## src/rtl/dcache_controller.sv

```systemverilog
// -----------------------------------------------------------------------------
// dcache_controller
//
// Direct-mapped, write-back / write-allocate data cache sitting in the MEM
// stage of a pipelined CPU. Each line holds 4 words (128 bits), plus valid,
// dirty and tag state. A hit is serviced in zero cycles. A miss stalls the
// pipeline while a dirty victim is written back (WRITEBACK) and then the
// requested line is fetched (ALLOCATE). The held request then completes as a
// hit on the cycle the controller returns to IDLE.
//
// Parameters:
//   NUM_LINES     number of lines (power of two, 2..256)
//
// Ports:
//   clk_i         clock, rising edge
//   rst_i         asynchronous, active-low reset
//   cpu_req_i     access valid           cpu_we_i    1 = store, 0 = load
//   cpu_addr_i    word-aligned address   cpu_data_i  store data
//   cpu_data_o    load data (0 unless an IDLE load hit)
//   cpu_stall_o   freezes the pipeline while a miss is serviced
//   mem_req_o     memory request         mem_we_o    1 = write-back, 0 = fetch
//   mem_addr_o    line-aligned address   mem_data_o  write-back line
//   mem_data_i    fetched line           mem_ack_i   one-cycle completion pulse
//   hit_cnt_o / miss_cnt_o   (only with DCACHE_STATS_EN) access statistics
//
// Build option: define DCACHE_STATS_EN to add the hit/miss counters.
// -----------------------------------------------------------------------------
module dcache_controller #(
    parameter int NUM_LINES = 16
) (
    input  logic         clk_i,
    input  logic         rst_i,
    input  logic         cpu_req_i,
    input  logic         cpu_we_i,
    input  logic [31:0]  cpu_addr_i,
    input  logic [31:0]  cpu_data_i,
    output logic [31:0]  cpu_data_o,
    output logic         cpu_stall_o,
    output logic         mem_req_o,
    output logic         mem_we_o,
    output logic [31:0]  mem_addr_o,
    output logic [127:0] mem_data_o,
    input  logic [127:0] mem_data_i,
    input  logic         mem_ack_i
`ifdef DCACHE_STATS_EN
    ,
    output logic [31:0]  hit_cnt_o,
    output logic [31:0]  miss_cnt_o
`endif
);

    localparam int IDX_W = $clog2(NUM_LINES);
    localparam int TAG_W = 28 - IDX_W;

    typedef enum logic [1:0] {
        S_IDLE      = 2'd0,
        S_WRITEBACK = 2'd1,
        S_ALLOCATE  = 2'd2
    } state_t;

    state_t state_q, state_d;

    logic [NUM_LINES-1:0] valid_q;
    logic [NUM_LINES-1:0] dirty_q;
    logic [TAG_W-1:0]     tag_q  [NUM_LINES];
    logic [127:0]         data_q [NUM_LINES];

    // Address decomposition of the (held) CPU request.
    logic [1:0]       req_off;
    logic [IDX_W-1:0] req_idx;
    logic [TAG_W-1:0] req_tag;
    logic             unused_addr_bits;

    assign req_off          = cpu_addr_i[3:2];
    assign req_idx          = cpu_addr_i[4 +: IDX_W];
    assign req_tag          = cpu_addr_i[31 -: TAG_W];
    assign unused_addr_bits = ^cpu_addr_i[1:0];

    logic hit;
    logic store_hit;
    logic wb_done;
    logic alloc_done;

    assign hit        = (state_q == S_IDLE) && cpu_req_i && valid_q[req_idx]
                        && (tag_q[req_idx] == req_tag);
    assign store_hit  = hit && cpu_we_i;
    assign wb_done    = (state_q == S_WRITEBACK) && mem_ack_i;
    assign alloc_done = (state_q == S_ALLOCATE) && mem_ack_i;

    // Next state and all outputs.
    always_comb begin
        state_d     = state_q;
        cpu_data_o  = '0;
        cpu_stall_o = 1'b0;
        mem_req_o   = 1'b0;
        mem_we_o    = 1'b0;
        mem_addr_o  = '0;
        mem_data_o  = '0;
        case (state_q)
            S_IDLE: begin
                if (cpu_req_i) begin
                    if (hit) begin
                        if (!cpu_we_i) begin
                            cpu_data_o = data_q[req_idx][{req_off, 5'b0} +: 32];
                        end
                    end else begin
                        cpu_stall_o = 1'b1;
                        state_d     = (valid_q[req_idx] && dirty_q[req_idx])
                                      ? S_WRITEBACK : S_ALLOCATE;
                    end
                end
            end
            S_WRITEBACK: begin
                cpu_stall_o = 1'b1;
                mem_req_o   = 1'b1;
                mem_we_o    = 1'b1;
                mem_addr_o  = {tag_q[req_idx], req_idx, 4'b0};
                mem_data_o  = data_q[req_idx];
                if (mem_ack_i) begin
                    state_d = S_ALLOCATE;
                end
            end
            S_ALLOCATE: begin
                cpu_stall_o = 1'b1;
                mem_req_o   = 1'b1;
                mem_addr_o  = {req_tag, req_idx, 4'b0};
                if (mem_ack_i) begin
                    state_d = S_IDLE;
                end
            end
            default: state_d = S_IDLE;
        endcase
        // Reset holds every output low without waiting for a clock edge.
        if (!rst_i) begin
            state_d     = S_IDLE;
            cpu_data_o  = '0;
            cpu_stall_o = 1'b0;
            mem_req_o   = 1'b0;
            mem_we_o    = 1'b0;
            mem_addr_o  = '0;
            mem_data_o  = '0;
        end
    end

    // Control state: FSM, valid and dirty bits.
    always_ff @(posedge clk_i or negedge rst_i) begin
        if (!rst_i) begin
            state_q <= S_IDLE;
            valid_q <= '0;
            dirty_q <= '0;
        end else begin
            state_q <= state_d;
            if (alloc_done) begin
                valid_q[req_idx] <= 1'b1;
                dirty_q[req_idx] <= 1'b0;
            end else if (wb_done) begin
                dirty_q[req_idx] <= 1'b0;
            end else if (store_hit) begin
                dirty_q[req_idx] <= 1'b1;
            end
        end
    end

    // Tag and data arrays carry no reset; they are hidden behind valid.
    always_ff @(posedge clk_i) begin
        if (alloc_done) begin
            tag_q[req_idx]  <= req_tag;
            data_q[req_idx] <= mem_data_i;
        end else if (store_hit) begin
            data_q[req_idx][{req_off, 5'b0} +: 32] <= cpu_data_i;
        end
    end

`ifdef DCACHE_STATS_EN
    // refill_q marks the IDLE cycle right after a refill, where the held
    // request hits again; that re-evaluation is not a new hit.
    logic        refill_q;
    logic [31:0] hit_cnt_q;
    logic [31:0] miss_cnt_q;

    always_ff @(posedge clk_i or negedge rst_i) begin
        if (!rst_i) begin
            refill_q   <= 1'b0;
            hit_cnt_q  <= '0;
            miss_cnt_q <= '0;
        end else begin
            if (alloc_done) begin
                refill_q <= 1'b1;
            end else if (state_q == S_IDLE) begin
                refill_q <= 1'b0;
            end
            if (hit && !refill_q) begin
                hit_cnt_q <= hit_cnt_q + 32'd1;
            end
            if ((state_q == S_IDLE) && cpu_req_i && !hit) begin
                miss_cnt_q <= miss_cnt_q + 32'd1;
            end
        end
    end

    assign hit_cnt_o  = hit_cnt_q;
    assign miss_cnt_o = miss_cnt_q;
`endif

endmodule
```

## config.mk

```make
export PLATFORM = sky130hd
export DESIGN_NAME = dcache_controller
export DESIGN_NICKNAME = d
export VERILOG_FILES = /design/src/rtl/dcache_controller.sv
export SDC_FILE = /design/constraint.sdc
export NUM_CORES = 2
export LEC_CHECK = 0
export CAP_MARGIN = 10
export CORE_ASPECT_RATIO = 1.4
export CORE_UTILIZATION = 40
export DETAILED_ROUTE_END_ITERATION = 10
export PLACE_DENSITY = 0.62
export SYNTH_ARGS = -nofsm -noshare
export SYNTH_HDL_FRONTEND = slang
export SYNTH_SLANG_ARGS = --single-unit
export TNS_END_PERCENT = 20
```

## constraint.sdc

```tcl
create_clock -name clk_i -period 5.3 [get_ports clk_i]
set_input_delay 0.795 -clock clk_i [delete_from_list [all_inputs] [get_ports clk_i]]
set_output_delay 0.795 -clock clk_i [all_outputs]
set_load 0.05 [all_outputs]
```

==> impl_metrics.csv <==
group,metric,value,unit
placed_design,dp.cells,8337,
logic_synthesis,seq_area_frac_synth,74.8,%
global_routing,busiest_layer,"met2",
setup_path,path_max_fanout,7,
detailed_routing,ant_nets,0,
finish,multi_input_area,24000,µm²
floorplanning,placement_rows,215,
floorplanning,die_y,590,µm
placed_design,dp_hpwl,191000,µm
global_routing,antenna_found_initial,57,
power_and_ir_drop,share_comb_of_total_power,7.3,%
setup_path,start_kind,"flop",
setup_path,cp_data_arrival_time,4.37,ns
finish,layout.cells.non_filler,8818,
logic_synthesis,yosys_register_bits,2466,
sta,fmax,194,MHz
power_and_ir_drop,irDropWorstVdd,0.312,mV
logic_synthesis,synth_edf_count,2432,
global_routing,grt_use_met1,28.8,%
worst_hold_path,worst_hold_path_type,"reg2reg",
logic_synthesis,yosys-top-cells-area,"edfxtp_1 (74%), mux4_2 (17%), mux2i_1 (2.0%)",
sta,finalCritPeriodShare,97.5,%
detailed_routing,vias_per_cell,5.79,
finish,fillers,20000,
logic_synthesis,ys_warn_count,0,
finish,drive_gt1_share,31.6,%
sta,slew_headroom,3.16,%
finish,final_cell_area,118000,µm²
power_and_ir_drop,p_leak,38.7,nW
clocking,clk_pin_slew_worst_paths,0.06,ns
clocking,numCtsBuffers,231,
floorplanning,start_util,40.3,%
power_and_ir_drop,p_sw,0.00909,W
sta,fin_skew,0.100,ns
logic_synthesis,avgSynthCellArea,21.5,µm²
logic_synthesis,synth-main-ff-cell,"edfxtp_1",
detailed_routing,routedWlPerCell,34.2,µm
setup_path,endpoint_kind,"output port",
setup_path,path_cells,"mux4_2, mux2i_2, xor2_1, o2111ai_1, nor4b_2, o22ai_2, nor3_2, buf_6, nand2_2, buf_12, buf_4, nor2b_1, buf_12",
setup_path,slowest_stage,"mux4_2",
global_routing,use_met2,39.8,%
logic_synthesis,yosysUniqueCellTypes,59,
sta,final-hold-violation-count,0,
global_routing,grtUsageTotal,24.1,%
clocking,clock_path_buffers,4,
power_and_ir_drop,seq_power_share,52.8,%
global_routing,grt_use_met3,5.58,%
detailed_routing,finalWirelength,302000,µm
logic_synthesis,netlist_area,98800,µm²
finish,fin_nets,5529,
logic_synthesis,synth_top_cell_by_area,"edfxtp_1",
status,status,"completed",
clocking,clk_latency,0.92,ns
setup_path,critPathRequiredTime,4.51,ns
finish,area_delta_synth_final,19.5,%
sta,drv_slew,0,
setup_path,r2r_start,"tag_q[5][10]$_DFFE_PP_",
sta,finalWorstPathRequiredPeriod,5.17,ns
clocking,h-tree-depth,4,
setup_path,crit_path_end,"cpu_data_o[8]",
logic_synthesis,synth_top_area_share,73.9,%
power_and_ir_drop,cellInternalPower,0.0318,W
job,drv_cap,0,
floorplanning,fp.dieW,422,µm
global_routing,grt_remaining_overflow,0,
setup_path,rr_endpoint,"data_q[8][83]$_DFFE_PP_",
setup_path,slowest_delay,0.48,ns
global_routing,grt_pass1_wl,413000,µm
global_routing,grt_pass1_vias,51500,
clocking,cts_root_buffer,"clkbuf_16",
setup_path,crit_start,"tag_q[5][10]$_DFFE_PP_",
setup_path,path_common_cell,"buf_12",
power_and_ir_drop,power_density,347,nW/µm²
setup_path,reg2reg_slack,0.50,ns
sta,setup_viol,0,
detailed_routing,dr.pass1.iters,5,
logic_synthesis,ys_async_sr_fraction,1.38,%
logic_synthesis,synthCells,4593,
sta,tightest_slew,1.45,ns
setup_path,r2r_cells,14,
clocking,clkSinkCount,2466,
detailed_routing,drc,0,
setup_path,critPathKind,"reg2out",
sta,rsz0062_at_grt,"false",
placed_design,place.gp.congestion,0.919,
floorplanning,dieArea,249000,µm²
global_routing,grt_max_degree,80,
detailed_routing,drt-initial-drc-count,5592,
floorplanning,ios,392,
clocking,cts_tree,"yes",
power_and_ir_drop,p_sw_share,22.2,%
placed_design,port_buffers,385,
placed_design,place_area,110000,µm²
detailed_routing,vias,51000,
power_and_ir_drop,clkPwrFrac,39.9,%
floorplanning,core-area,245000,µm²
finish,ff_latch_area,73900,µm²
-- registers in the layout (all words and copies together), names as in the netlist, named ones only --
| name | cells |
|---|---|
| data_q | 2048 |
| state_q | 2 |
| tag_q | 384 |
| valid_q | 16 |
-- worst min path at each step --
stage                            startpoint                       to  slack [ns]  cells after the start
floorplan           valid_q[10]$_DFFE_PN0P_  valid_q[10]$_DFFE_PN0P_        0.43                      1
global placement    valid_q[15]$_DFFE_PN0P_  valid_q[15]$_DFFE_PN0P_        0.45                      1
detailed placement   valid_q[4]$_DFFE_PN0P_   valid_q[4]$_DFFE_PN0P_        0.45                      1
CTS                                   rst_i   valid_q[5]$_DFFE_PN0P_        0.42                      2
global route                          rst_i   valid_q[5]$_DFFE_PN0P_        0.47                      2
finish               valid_q[7]$_DFFE_PN0P_   valid_q[7]$_DFFE_PN0P_        0.46                      1
-- metal layers --
layer	up-vias	routed length (µm)
met2	2592	150000
met5	-	334
met1	27400	106000
met4	46	19100
li1	20400	-
met3	600	26400
-- layout make-up --
type                            instances  share of cell area (%)
Tap cell                             3255                    3.45
Clock inverter                        148                    1.13
Antenna cell                           53                   0.112
Sequential cell                      2466                    62.6
Multi-Input combinational cell       1731                    20.3
Inverter                              138                   0.445
Timing Repair Buffer                  755                    6.88
Clock buffer                          272                    5.08
-- cells in the final DEF, fill, tap and decap left out, types with 11 or more instances in the layout --
cell type,synthesis,routed
edfxtp_1,2432,2432
mux4_2,756,756
buf_4,8,377
clkbuf_16,0,234
clkdlybuf4s50_1,0,220
nand2_1,217,215
mux2i_1,196,194
buf_12,0,150
inv_1,134,134
and2_1,135,134
nor2_4,0,80
clkinv_1,2,57
diode_2,0,53
clkinv_2,0,47
o21ai_0,46,45
nor2b_1,42,40
clkbuf_1,159,38
dfrtp_1,34,34
nor2_1,112,32
a22oi_1,28,28
bufinv_16,0,22
xor2_1,19,19
xnor2_1,18,18
a21oi_1,17,17
nand3_1,17,17
or2_2,16,16
a22o_1,12,12
clkinvlp_4,0,11
-- critical path, delay by kind of cell, from the launching register on --
| kind | cells | cell delay [ns] |
|---|---|---|
| multiplexers | 2 | 0.75 |
| AND/OR/NAND/NOR | 4 | 0.98 |
| XOR/XNOR | 1 | 0.27 |
| AO/OA/AOI/OAI | 2 | 0.37 |
| buffers and inverters | 4 | 0.74 |
| flip-flops | 1 | 0.38 |
-- cells by family (layout without fill, tap and decap cells) --
group / after synthesis / after routing / synth area share [%]
other: 1 / 57 / 0.00380
multiplexers: 958 / 958 / 19.3
flip-flops: 2466 / 2466 / 74.8
adder cells (fa/ha/maj): 9 / 9 / 0.114
XOR/XNOR: 37 / 37 / 0.328
AO/OA/AOI/OAI: 131 / 131 / 0.879
AND/OR/NAND/NOR: 592 / 592 / 2.94
buffers and inverters: 399 / 1313 / 1.68
-- power groups by stage --
| stage | clock network (W) | registers [W] | logic, W |
|---|---|---|---|
| 2_1_floorplan | 0 | 0.0220 | 0.00146 |
| 4_1_cts | 0.0166 | 0.0216 | 0.00296 |
| 3_5_place_dp | 0 | 0.0220 | 0.00295 |
| 5_1_grt | 0.0172 | 0.0216 | 0.00307 |
| 6_report | 0.0163 | 0.0216 | 0.00297 |
| 3_3_place_gp | 0 | 0.0220 | 0.00292 |
-- synth_stat cells, drive strengths merged, types with 6 or more instances --
cell type / number
edfxtp: 2432
mux4: 756
nand2: 217
mux2i: 196
clkbuf: 160
inv: 136
and2: 135
nor2: 112
buf: 101
o21ai: 47
nor2b: 42
dfrtp: 34
a22oi: 28
xor2: 19
xnor2: 18
a21oi: 17
nand3: 17
or2: 16
a22o: 12
nor3: 11
nand4: 10
ha: 9
nor4: 7
mux2: 6
-- timing repair --
action	CTS	global route
hold buffers	1	0
resized for setup	0	9
endpoints found under the setup margin	0	23
setup buffers	0	3
hold endpoints to repair	16	0
-- through the flow --
step / power [W] / util (%) / hold WS (ns) / setup WS [ns] / TNS, ns
floorplan: 0.0235 / - / 0.434 / 0.0365 / 0
global placement: 0.0249 / 45.0 / 0.446 / -0.370 / -22.13
detailed placement: 0.0250 / 45.0 / 0.448 / -0.380 / -29.16
CTS: 0.0411 / 48.0 / 0.424 / 0.000894 / 0
global route: 0.0419 / 48.1 / 0.472 / 0.0219 / 0
finish: 0.0409 / 48.1 / 0.464 / 0.135 / 0
Note: power is estimated with default switching activity, not from simulation.
